$ cat src/rtl/fifo_pkg.sv
// Shared definitions for the parametrised synchronous FIFO: default sizes,
// the count-width helper and the status bundle used by monitors.
package fifo_pkg;

    localparam int DEFAULT_WIDTH = 8;
    localparam int DEFAULT_DEPTH = 16;

    // Occupancy must be able to represent every value from 0 up to DEPTH inclusive.
    function automatic int cnt_width(input int depth);
        return $clog2(depth + 1);
    endfunction

    typedef struct packed {
        logic empty;
        logic full;
        logic almost_full;
        logic almost_empty;
        logic overflow;
        logic underflow;
    } fifo_status_t;

    localparam fifo_status_t STATUS_RESET = '{
        empty:        1'b1,
        full:         1'b0,
        almost_full:  1'b0,
        almost_empty: 1'b1,
        overflow:     1'b0,
        underflow:    1'b0
    };

endpackage

$ cat src/rtl/fifo_ram.sv
// FIFO storage array: one synchronous write port and one combinational read
// port, so the same array serves both registered and fall-through read modes.
module fifo_ram #(
    parameter int WIDTH = 8,
    parameter int DEPTH = 16,
    parameter int AW    = 4
) (
    input  logic             clk,
    input  logic             we,
    input  logic [AW-1:0]    waddr,
    input  logic [WIDTH-1:0] wdata,
    input  logic [AW-1:0]    raddr,
    output logic [WIDTH-1:0] rdata
);

    logic [WIDTH-1:0] mem [DEPTH];

    // Storage is deliberately not reset; the pointers alone define what is valid.
    always_ff @(posedge clk) begin
        if (we) begin
            mem[waddr] <= wdata;
        end
    end

    assign rdata = mem[raddr];

endmodule

$ cat src/rtl/sync_fifo_param.sv
// Parametrised synchronous FIFO with occupancy count, thresholds and sticky errors.
// Define SYNC_FIFO_FWFT_EN for first-word-fall-through reads; default is registered read.
module sync_fifo_param
    import fifo_pkg::*;
#(
    parameter int WIDTH    = DEFAULT_WIDTH,
    parameter int DEPTH    = DEFAULT_DEPTH,
    parameter int AF_LEVEL = DEPTH - 2,
    parameter int AE_LEVEL = 2
) (
    input  logic                       clk,
    input  logic                       reset,
    input  logic                       push,
    input  logic                       pop,
    input  logic [WIDTH-1:0]           in,
    input  logic                       clr_err,
    output logic [WIDTH-1:0]           out,
    output logic                       empty,
    output logic                       full,
    output logic                       almost_full,
    output logic                       almost_empty,
    output logic [$clog2(DEPTH+1)-1:0] count,
    output logic                       overflow,
    output logic                       underflow
);

    localparam int CW = cnt_width(DEPTH);
    localparam int PW = (DEPTH > 1) ? $clog2(DEPTH) : 1;

    localparam logic [PW-1:0] LAST_PTR = PW'(DEPTH - 1);
    localparam logic [CW-1:0] DEPTH_C  = CW'(DEPTH);
    localparam logic [CW-1:0] AF_C     = CW'(AF_LEVEL);
    localparam logic [CW-1:0] AE_C     = CW'(AE_LEVEL);

    logic [PW-1:0]    wptr_q, wptr_d;
    logic [PW-1:0]    rptr_q, rptr_d;
    logic [CW-1:0]    count_q, count_d;
    fifo_status_t     status_q, status_d;
    logic [WIDTH-1:0] out_q, out_d;
    logic             pushAcc, popAcc;
    logic [PW-1:0]    raddr;
    logic [WIDTH-1:0] rdata;

    fifo_ram #(
        .WIDTH (WIDTH),
        .DEPTH (DEPTH),
        .AW    (PW)
    ) u_ram (
        .clk   (clk),
        .we    (pushAcc),
        .waddr (wptr_q),
        .wdata (in),
        .raddr (raddr),
        .rdata (rdata)
    );

`ifdef SYNC_FIFO_FWFT_EN
    // The out register is loaded with the word that will be at the head after this edge.
    assign raddr = rptr_d;
`else
    assign raddr = rptr_q;
`endif

    always_comb begin
        pushAcc = push && !status_q.full;
        popAcc  = pop && !status_q.empty;

        wptr_d = wptr_q;
        if (pushAcc) begin
            wptr_d = (wptr_q == LAST_PTR) ? '0 : wptr_q + PW'(1);
        end

        rptr_d = rptr_q;
        if (popAcc) begin
            rptr_d = (rptr_q == LAST_PTR) ? '0 : rptr_q + PW'(1);
        end

        count_d = count_q;
        if (pushAcc && !popAcc) begin
            count_d = count_q + CW'(1);
        end else if (popAcc && !pushAcc) begin
            count_d = count_q - CW'(1);
        end

        // Flags are registered from the next-state count so they move with the data.
        status_d.empty        = (count_d == '0);
        status_d.full         = (count_d == DEPTH_C);
        status_d.almost_full  = (count_d >= AF_C);
        status_d.almost_empty = (count_d <= AE_C);
        status_d.overflow     = (push && status_q.full) || (status_q.overflow && !clr_err);
        status_d.underflow    = (pop && status_q.empty) || (status_q.underflow && !clr_err);

        out_d = out_q;
`ifdef SYNC_FIFO_FWFT_EN
        // When the only word left after this edge is the one being written, bypass the array.
        if (count_d != '0) begin
            if (pushAcc && (count_q == CW'(popAcc))) begin
                out_d = in;
            end else begin
                out_d = rdata;
            end
        end
`else
        if (popAcc) begin
            out_d = rdata;
        end
`endif
    end

    always_ff @(posedge clk or posedge reset) begin
        if (reset) begin
            wptr_q   <= '0;
            rptr_q   <= '0;
            count_q  <= '0;
            status_q <= STATUS_RESET;
            out_q    <= '0;
        end else begin
            wptr_q   <= wptr_d;
            rptr_q   <= rptr_d;
            count_q  <= count_d;
            status_q <= status_d;
            out_q    <= out_d;
        end
    end

    assign out          = out_q;
    assign count        = count_q;
    assign empty        = status_q.empty;
    assign full         = status_q.full;
    assign almost_full  = status_q.almost_full;
    assign almost_empty = status_q.almost_empty;
    assign overflow     = status_q.overflow;
    assign underflow    = status_q.underflow;

endmodule

$ cat config.mk
export PLATFORM = sky130hd
export DESIGN_NAME = sync_fifo_param
export DESIGN_NICKNAME = d
export VERILOG_FILES = /design/src/rtl/fifo_pkg.sv /design/src/rtl/fifo_ram.sv /design/src/rtl/sync_fifo_param.sv
export SDC_FILE = /design/constraint.sdc
export NUM_CORES = 1
export LEC_CHECK = 0
export ABC_AREA = 1
export CAP_MARGIN = 20
export CORE_MARGIN = 2
export CORE_UTILIZATION = 64
export DETAILED_ROUTE_END_ITERATION = 7
export MAX_ROUTING_LAYER = met4
export PLACE_DENSITY = 0.84
export SLEW_MARGIN = 20
export SYNTH_ARGS = -nofsm -noshare
export SYNTH_HDL_FRONTEND = slang
export SYNTH_SLANG_ARGS = --single-unit
export TNS_END_PERCENT = 50
$ cat constraint.sdc
create_clock -name clk -period 3 [get_ports clk]
set_input_delay 0.9 -clock clk [delete_from_list [all_inputs] [get_ports clk]]
set_output_delay 0.9 -clock clk [all_outputs]
set_load 0.01 [all_outputs]
-- Word level (Yosys, flattened, before mapping)
Memories as Yosys holds them, arrays and structs flattened. A register that Yosys moved wholly into a read port is not among the register bits.
Cells that the tools add are included.
- register bits after elaboration: 19
- memories: 1
- logic and storage cells: 41
- memory bits (writable): 128
- output and inout bits: 19
- bits of input ports: 13
- reductions and logical operators: 16
- muxes and demuxes: 6
- $add $sub $neg: 4
- order comparisons: 2
- eq/ne operators: 3
- memories (name ; words ; bits a word ; rd ports ; clocked after memory_dff ; write ports ; RTL line ; text):
    u_ram.mem ; 16 ; 8 ; 1 ; 1 ; 1 ; fifo_ram.sv:16 ; logic [WIDTH-1:0] mem [DEPTH];
- operators by type and width (operator ; count):
    $mux W5 ; 2
    $add A4 B1 Y4 const B ; 2
    $eq A4 B4 Y1 const B ; 2
    $logic_and A1 B1 Y1 ; 8
    $mux W4 ; 2
    $add A5 B1 Y5 const B ; 1
    $eq A5 B5 Y1 const B ; 1
    $ge A5 B4 Y1 const B ; 1
    $le A5 B2 Y1 const B ; 1
    $logic_not A1 Y1 ; 5
    $logic_not A5 Y1 ; 1
    $sub A5 B1 Y5 const B ; 1
    $logic_or A1 B1 Y1 ; 2
    $mux W1 ; 2

-- Logic depth before layout (Yosys ltp)
Gate-level depths: netlist of the first run.
- depth in word-level cells: 7
- mapped depth: 10
- mapped depth without buffers: 10

-- Cells and area by module
A second synthesis of the first run with hierarchy kept.
- cell total of the unflattened synthesis: 710
- area, all modules: 6985.4 um^2
- by module, submodules not included (module ; area an instance (um^2) ; cells an instance ; sequential area each (um^2) ; instances):
    fifo_ram ; 5606.6 ; 543 ; 3843.7 ; 1
    sync_fifo_param ; 1378.8 ; 167 ; 678.2 ; 1

-- Worst setup path after synthesis of the first run
Ideal clock, no wire load.
- path kind: input-to-reg
- start: in push
- end: mem u_ram.mem[11][0] (enable)
- path slack: 0.969 ns
- data required time: 2.630 ns
- setup time: 0.370 ns
- buffers on the path: 1
- stages on the path: 5
- arrival: 1.661 ns
- path through: inv_2 -> nor2_4 -> buf_4 -> nand2_1 -> nor2_1
- cells in the longest elaborated chain, start to end: 3
- ends and longest elaborated chain (item ; RTL line ; text):
    start: declaration ; sync_fifo_param.sv:13 ; input logic push,
    $logic_and A1 B1 Y1 ; sync_fifo_param.sv:65 ; pushAcc = push && !status_q.full;
    $mux W1 ; fifo_ram.sv:20 ; if (we) begin
    $mux W1 (implied by the code) ; fifo_ram.sv:21 ; mem[waddr] <= wdata;
    end: declaration ; fifo_ram.sv:16 ;
No other way between the ends.

-- Worst setup path after layout of the first run
- start: reg status_q (netlist bit empty)
- end: out empty
- RTL lines (item ; RTL line ; text):
    start: declaration ; sync_fifo_param.sv:38 ; fifo_status_t status_q, status_d;
    start signal: assignment ; sync_fifo_param.sv:121 ; status_q <= status_d;
    end: declaration ; sync_fifo_param.sv:18 ; output logic empty,
No word-level cell between the ends.

==> results of run 1 <==
==> cells in the mapped netlist <==
cell	instances	area, µm²
inv_1	36	135.1
o21ai_0	7	35.03
nand4_1	1	6.260
xor2_1	3	26.28
nor2_4	1	11.26
clkbuf_1	4	15.01
buf_1	3	11.26
buf_6	3	33.78
clkinv_1	1	3.750
buf_4	9	67.56
buf_2	6	30.03
a21oi_1	16	80.08
o21ai_1	8	40.04
nand2_1	222	833.3
dfstp_2	2	52.55
nand2_2	4	25.02
nand3_1	72	360.4
o22ai_1	2	12.51
nor3_1	2	10.01
edfxtp_1	128	3844
dfrtp_1	25	625.6
ha_1	7	87.58
nand3_2	1	10.01
nor2_1	59	221.5
o211ai_1	1	7.510
nor2_2	1	6.260
inv_2	6	22.52
==> worst register-to-register path, delay by kind of cell (launching register included) <==
| kind | cells | cell delay [ps] |
|---|---|---|
| simple gates | 5 | 500 |
| buf+inv | 2 | 790 |
| compound gates | 1 | 180 |
| flops | 1 | 420 |
==> power groups by stage <==
| stage | Combinational, mW | Clock [mW] | Sequential, mW |
|---|---|---|---|
| after floorplan | 1.45 | 0 | 2.88 |
| after global placement | 2.08 | 0 | 2.86 |
| after detailed placement | 2.16 | 0 | 2.88 |
| after CTS | 2.24 | 2.31 | 2.85 |
| after global routing | 2.47 | 2.40 | 2.88 |
| final | 2.29 | 2.30 | 2.86 |
==> metal layers <==
metal | global-route usage | up-vias
met1 | 0.3951 | 2338
met4 | 0.1316 | 0
met5 | - | -
met2 | 0.5276 | 384
li1 | - | 2200
met3 | 0.06555 | 60
==> kinds of logic (layout without fill, tap and decap cells) <==
logic type | Yosys count | after routing | synth area share
compound gates | 34 | 34 | 0.02649
buf+inv | 68 | 136 | 0.04824
xor+xnor | 3 | 3 | 0.003973
fa+ha+maj | 7 | 7 | 0.01324
simple gates | 363 | 363 | 0.2244
flops | 155 | 155 | 0.6837
==> per-stage QoR <==
step	power, mW	cell area, µm²	util	hold slack [ps]	worst slack [ps]
floorplan	4.334	6614	-	500.8	968.5
global placement	4.944	7163	0.7033	505.7	453.5
detailed placement	5.040	7163	0.7033	519.2	402.1
CTS	7.405	7804	0.7662	538.4	452.3
global route	7.763	7804	0.7662	572.6	428.0
finish	7.455	7804	0.7662	537.8	464.2
==> layout make-up <==
class | count | share of cell area
timing repair buffer | 61 | 0.06862
clock buffer | 21 | 0.05756
tap | 136 | 0.02181
multi-input combinational | 407 | 0.2272
clock inverter | 11 | 0.02453
sequential | 155 | 0.5796
inverter | 43 | 0.02068
==> flip-flops by register name, summed over array words and instances, names as in the netlist <==
register,flops
empty,1
u_ram.mem,128
underflow,1
raddr,4
full,1
almost_empty,1
out,8
wptr_q,4
count,5
almost_full,1
overflow,1
==> final timing paths <==
path / start / end / depth (start not counted) / slack (ps)
setup / recovery: empty / empty / 1 / 460
hold / removal: underflow / underflow / 2 / 540
setup reg to reg: raddr[0] / out[6] / 8 / 1030
hold reg to reg: underflow / underflow / 2 / 540
max in group asynchronous: reset / empty / 3 / 1880
min in group asynchronous: reset / out[7] / 3 / 780
==> results.json, run 1 <==
{
  "status": "complete, no violations",
  "rows": 37,
  "worst-path-buf-inv": 1,
  "cp_cell_sequence": "clkdlybuf4s50_1",
  "wl_met1_mm": 5.950,
  "ys_seq_elements": 155,
  "grt_first_pass_wirelength_mm": 25.84,
  "leakage_nw": 3.187,
  "diodes": 0,
  "via_count": 4982,
  "min_period_over_period": 0.8453,
  "syn-cell-area_um2": 6614,
  "num_io_pins": 32,
  "grtUsageTotal": 0.3216,
  "syn_to_final_growth_pct": 17.99,
  "multi_input_area_um2": 1773,
  "hold_buffers": 0,
  "synth_fp_nets": 650,
  "crit_slowest_cell": "dfstp_2",
  "worst_pin_slew_ps": 666.9,
  "final_common_cell": "nand2_1",
  "dr_wl_met3_mm": 1.801,
  "final_cell_mix": "nand2_1 (222), edfxtp_1 (128), nand3_1 (72)",
  "slew_violations": 0,
  "cap_violations": 0,
  "path_clk_slew_ps": 60,
  "critPathCaptureType": "primary output",
  "stdcell_count": 834,
  "layout.nets": 705,
  "switching_power_mw": 2.569,
  "dieArea_um2": 11160,
  "skew_ps": 11.95,
  "cts_max_path_buffers": 2,
  "core_um2": 10180,
  "drtIter0Drc": 704,
  "cp_max_fo": 3,
  "cellPowerDensity_nw_per_um2": 955.3,
  "die_h_um": 105.7,
  "crit_family": "flip-flops",
  "drive_above_1_share": 0.1089,
  "worstSetupStartpointType": "flip-flop",
  "ys_warn_count": 0,
  "cp.required_ps": 2100,
  "critPathMaxStageDelay_ps": 570,
  "grt_pass1_vias": 4889,
  "routed_via_density": 5.974,
  "syn_inst": 630,
  "min-delay-path-class": "reg2reg",
  "setup_viol": 0,
  "synth.distinct_cells": 27,
  "cts_sinks": 155,
  "post_cts_buffers": 0,
  "slew_headroom": 0.5554,
  "synth.avg_cell_area_um2": 10.50,
  "critPathKind": "reg2out",
  "dr.pass1.iters": 7,
  "wl_per_cell_um": 20.08,
  "worstPathArrival_ps": 1640,
  "swShare": 0.3446,
  "vdd_drop_max_v": 0.0006926,
  "dp_cells": 802,
  "antenna_found_initial": 0,
  "initial_utilization": 0.6494,
  "overflow": 0,
  "gp_congestion": 0.9234,
  "wl_mm": 16.75,
  "regArea_um2": 4523,
  "seq_power_share": 0.383,
  "htreeDepth": 4,
  "drc": 0,
  "portBuffers": 31,
  "fmax_ghz": 0.3943,
  "internal_power_mw": 4.886,
  "die_w_um": 105.7,
  "cts_root_buffer": "clkbuf_8",
  "grt_max_degree": 67,
  "pwr-share-clk": 0.309,
  "post_cts_resized": 0,
  "cts_tree": "done",
  "post-dp-hpwl_mm": 9.613,
  "fillers": 589,
  "clkLatencyLatePin_ps": 520,
  "cts_inserted_buffers": 17,
  "rsz0062_at_grt": "false",
  "period_needed_ps": 2536,
  "drt.antenna.violating_nets": 0,
  "highest_layer": "met4",
  "fin_tns_setup_ps": 0,
  "seq_area_frac_synth": 0.6837,
  "wl_met2_mm": 8.461,
  "combPwrFrac": 0.308,
  "final_hold_viol_count": 0
}
Note: power is estimated with default switching activity, not from simulation.
==> run 2: changes to the inputs <==
Settings changed: CORE_UTILIZATION 64 to 60, PLACE_DENSITY 0.84 to 0.79.
Clock period 3 ns to 2.35 ns, I/O delays scaled along.
==> results.json, run 2 (same netlist as run 1, synthesis figures left out) <==
{
  "crit_family": "buffers and inverters",
  "via_count": 4736,
  "placed_area_um2": 7203,
  "worstPathArrival_ps": 1570,
  "period_needed_ps": 2275,
  "worst_hold_slack_ps": 508.8,
  "post-dp-hpwl_mm": 9.967,
  "cts_tree": "done",
  "rows": 38,
  "worst_pin_slew_ps": 666.2,
  "post_cts_buffers": 0,
  "pre_cts_slack_ps": -19.05,
  "cts_root_buffer": "clkbuf_8",
  "drive_above_1_share": 0.1113,
  "drc": 0,
  "reg2reg_from": "raddr[0]",
  "critPathMaxStageDelay_ps": 530,
  "cap_violations": 0,
  "grtUsageTotal": 0.2895,
  "vdd_drop_max_v": 0.0007846,
  "critPathKind": "reg2out",
  "min-delay-path-class": "in2async",
  "final_hold_viol_count": 0,
  "grt_max_degree": 50,
  "final_common_cell": "nand2_1",
  "worst_slack_ps": 74.80,
  "setup_viol": 0,
  "antenna_found_initial": 0,
  "wl_per_cell_um": 18.24,
  "core_um2": 10790,
  "clkLatencyLatePin_ps": 530,
  "final_cell_mix": "nand2_1 (222), edfxtp_1 (128), nand3_1 (72)",
  "routed_via_density": 5.631,
  "cp.required_ps": 1640,
  "worstSetupStartpointType": "flip-flop",
  "cp_cell_sequence": "clkdlybuf4s50_1",
  "rsz0062_at_grt": "false",
  "fillers": 695,
  "min_period_over_period": 0.9682,
  "final_cell_area_um2": 7816,
  "worst-path-buf-inv": 1,
  "syn_to_final_growth_pct": 18.18,
  "hold_buffers": 0,
  "utilization": 0.7242,
  "fmax_ghz": 0.4395,
  "crit_path_start": "almost_empty",
  "wl_mm": 15.34,
  "diodes": 0,
  "cts_max_path_buffers": 2,
  "largest_reg_flops": 128,
  "slew_headroom": 0.5559,
  "leakage_nw": 3.213,
  "htreeDepth": 4,
  "path_clk_slew_ps": 60,
  "cp_max_fo": 1,
  "crit_slowest_cell": "clkdlybuf4s50_1",
  "post_cts_resized": 0,
  "overflow": 0,
  "cts_inserted_buffers": 17,
  "grt_pass1_vias": 4730,
  "drtIter0Drc": 586,
  "rrSetupSlack_ps": 450,
  "status": "complete, no violations",
  "skew_ps": 8.432,
  "critPathCaptureType": "primary output",
  "layout.nets": 708,
  "initial_utilization": 0.6128,
  "grt_first_pass_wirelength_mm": 24.11,
  "die_w_um": 109.0,
  "cellPowerDensity_nw_per_um2": 1190,
  "die_h_um": 109.0,
  "slew_violations": 0,
  "drt.antenna.violating_nets": 0,
  "cts_sinks": 155,
  "dr.pass1.iters": 6,
  "num_io_pins": 32,
  "portBuffers": 31,
  "largest_register": "u_ram.mem",
  "gp_congestion": 0.9816,
  "dieArea_um2": 11880
}
## run 2: worst register-to-register path, delay by kind of cell, from the launching register on
family	cells	cell delay, ps
buffers and inverters	1	500
and+or+nand+nor	4	400
DFF	1	570
AOI/OAI and AO/OA	2	350
## run 2: report_power, final
part	switching [mW]	internal, mW
clock network	1.04	1.76
registers	0.300	3.39
logic	1.83	0.992
## run 2: layout make-up
cell class / count / area [µm²] / share of cell area
clock buffers: 21 / 439.2 / 0.05619
clock inverters: 11 / 171.4 / 0.02193
inverters: 43 / 161.4 / 0.02065
multi-input cells: 407 / 1773 / 0.2268
flip-flops and latches: 155 / 4523 / 0.5787
well taps: 140 / 175.2 / 0.02241
repair buffers: 64 / 573.1 / 0.07332
## run 2: path summary, 6_finish.rpt
| kind | to | depth (start not counted) |
|---|---|---|
| max | almost_empty | 1 |
| min | raddr[0] | 3 |
| max reg2reg | out[2] | 7 |
| min reg2reg | out[0] | 2 |
| max in group asynchronous | almost_empty | 3 |
| min in group clk | out[0] | 2 |
## run 2: metrics by stage
stage | std cells | setup TNS (ps) | power (mW)
finish | 841 | 0 | 9.302
global route | 841 | 0 | 9.808
CTS | 841 | 0 | 9.298
detailed placement | 809 | -268.8 | 6.480
global placement | 809 | 0 | 6.369
floorplan | 630 | 0 | 5.533
## run 2: per-layer routing
layer	wire [µm]	GRT usage	up-vias
met2	7394	0.4366	260
met4	472	0.1255	0
li1	-	-	2208
met1	6138	0.3788	2221
met5	0	-	-
met3	1334	0.06934	47
==> run 3: changes to the inputs <==
Settings changed: CELL_PAD_IN_SITES_DETAIL_PLACEMENT set to 1, CELL_PAD_IN_SITES_GLOBAL_PLACEMENT set to 1, CORE_UTILIZATION 60 to 48, SLEW_MARGIN 20 to unset.
==> results.json, run 3 (same netlist as run 1, synthesis figures left out) <==
{
  "status": "complete, no violations",
  "syn_to_final_growth_pct": 19.41,
  "cp_max_fo": 3,
  "cp_cell_sequence": "clkdlybuf4s50_1",
  "initial_utilization": 0.4955,
  "crit_family": "flip-flops",
  "routed_via_density": 5.548,
  "fin_tns_setup_ps": 0,
  "cts_max_path_buffers": 2,
  "cts_sinks": 155,
  "slew_violations": 0,
  "grt_max_degree": 67,
  "diodes": 0,
  "final_cell_mix": "nand2_1 (222), edfxtp_1 (128), nand3_1 (72)",
  "critPathCaptureType": "primary output",
  "grt_pass1_vias": 5196,
  "drt.antenna.violating_nets": 0,
  "worst_pin_slew_ps": 453.6,
  "rsz0062_at_grt": "false",
  "leakage_nw": 3.211,
  "gp_congestion": 0.8432,
  "clkLatencyLatePin_ps": 440,
  "layout.nets": 708,
  "hold_buffers": 0,
  "path_clk_slew_ps": 60,
  "die_h_um": 121.4,
  "via_count": 4866,
  "core_um2": 13350,
  "largest_reg_flops": 128,
  "cts_root_buffer": "clkbuf_16",
  "reg2reg_from": "raddr[1]",
  "wl_per_cell_um": 21.47,
  "min_period_over_period": 0.9555,
  "vdd_drop_max_v": 0.0004672,
  "die_w_um": 121.4,
  "drtIter0Drc": 401,
  "crit_path_start": "empty",
  "cp.required_ps": 1640,
  "post-dp-hpwl_mm": 11.56,
  "critPathKind": "reg2out",
  "overflow": 0,
  "cellPowerDensity_nw_per_um2": 1219,
  "final_common_cell": "nand2_1",
  "grt_first_pass_wirelength_mm": 29.22,
  "cts_inserted_buffers": 17,
  "grtUsageTotal": 0.2826,
  "worst_hold_slack_ps": 529.3,
  "hp-start": "out[4]",
  "antenna_found_initial": 0,
  "worst_slack_ps": 104.7,
  "cts_tree": "done",
  "skew_ps": 9.345,
  "num_io_pins": 32,
  "min-delay-path-class": "reg2reg",
  "fillers": 1437,
  "worst-path-buf-inv": 1,
  "final_hold_viol_count": 0,
  "post_cts_resized": 0,
  "htreeDepth": 4,
  "fmax_ghz": 0.4454,
  "post_cts_buffers": 0,
  "largest_register": "u_ram.mem",
  "drc": 0,
  "utilization": 0.5917,
  "cap_violations": 0,
  "worstSetupStartpointType": "flip-flop",
  "wl_mm": 18.83,
  "rows": 42,
  "setup_viol": 0,
  "drive_above_1_share": 0.1141,
  "worstPathArrival_ps": 1540,
  "dieArea_um2": 14730,
  "dr.pass1.iters": 5,
  "portBuffers": 31,
  "period_needed_ps": 2245,
  "pre_cts_slack_ps": -41.37,
  "slew_headroom": 0.6971,
  "crit_slowest_cell": "dfstp_2",
  "critPathMaxStageDelay_ps": 560
}
==> run 3: worst register-to-register path: cells and delay by family, from the launching register on <==
family	cells	cell delay [ps]
buffers and inverters	1	390
DFF	1	480
AOI/OAI and AO/OA	1	90
and+or+nand+nor	4	590
==> run 3: power by group <==
part           switching [mW]  internal (mW)  total [mW]
registers               0.257           3.39        3.65
clock network            1.11           1.86        2.96
logic                    2.00           1.01        3.01
total                    3.37           6.25        9.62
==> run 3: through the flow <==
stage,std cells,power [mW],area [µm²]
after floorplan,630,5.533,6614
after global placement,845,6.474,7261
after detailed placement,845,6.627,7261
after CTS,877,9.658,7898
after global routing,877,10.10,7898
final,877,9.623,7898
==> run 3: worst paths after layout <==
| kind | to | slack (ps) | cells after the start |
|---|---|---|---|
| setup / recovery | empty | 100 | 1 |
| hold / removal | out[4] | 530 | 2 |
| setup reg to reg | out[4] | 670 | 6 |
| hold reg to reg | out[4] | 530 | 2 |
| max in group asynchronous | empty | 1370 | 3 |
| min in group asynchronous | raddr[3] | 660 | 3 |
==> run 3: area by class of cell <==
class,count,area [µm²],area share
clock buffers,21,470.5,0.05957
clock inverters,11,166.4,0.02107
inverters,43,161.4,0.02044
multi-input cells,407,1773,0.2245
flip-flops and latches,155,4523,0.5727
well taps,176,220.2,0.02788
repair buffers,64,583.1,0.07383
==> run 3: routing by layer <==
layer  share of wire  up-vias  global-route usage
li1                -     2208                   -
met1            0.42     2446              0.3520
met2            0.51      167              0.4666
met3           0.052       45             0.05733
met4           0.021        0             0.09339
met5               0        -                   -
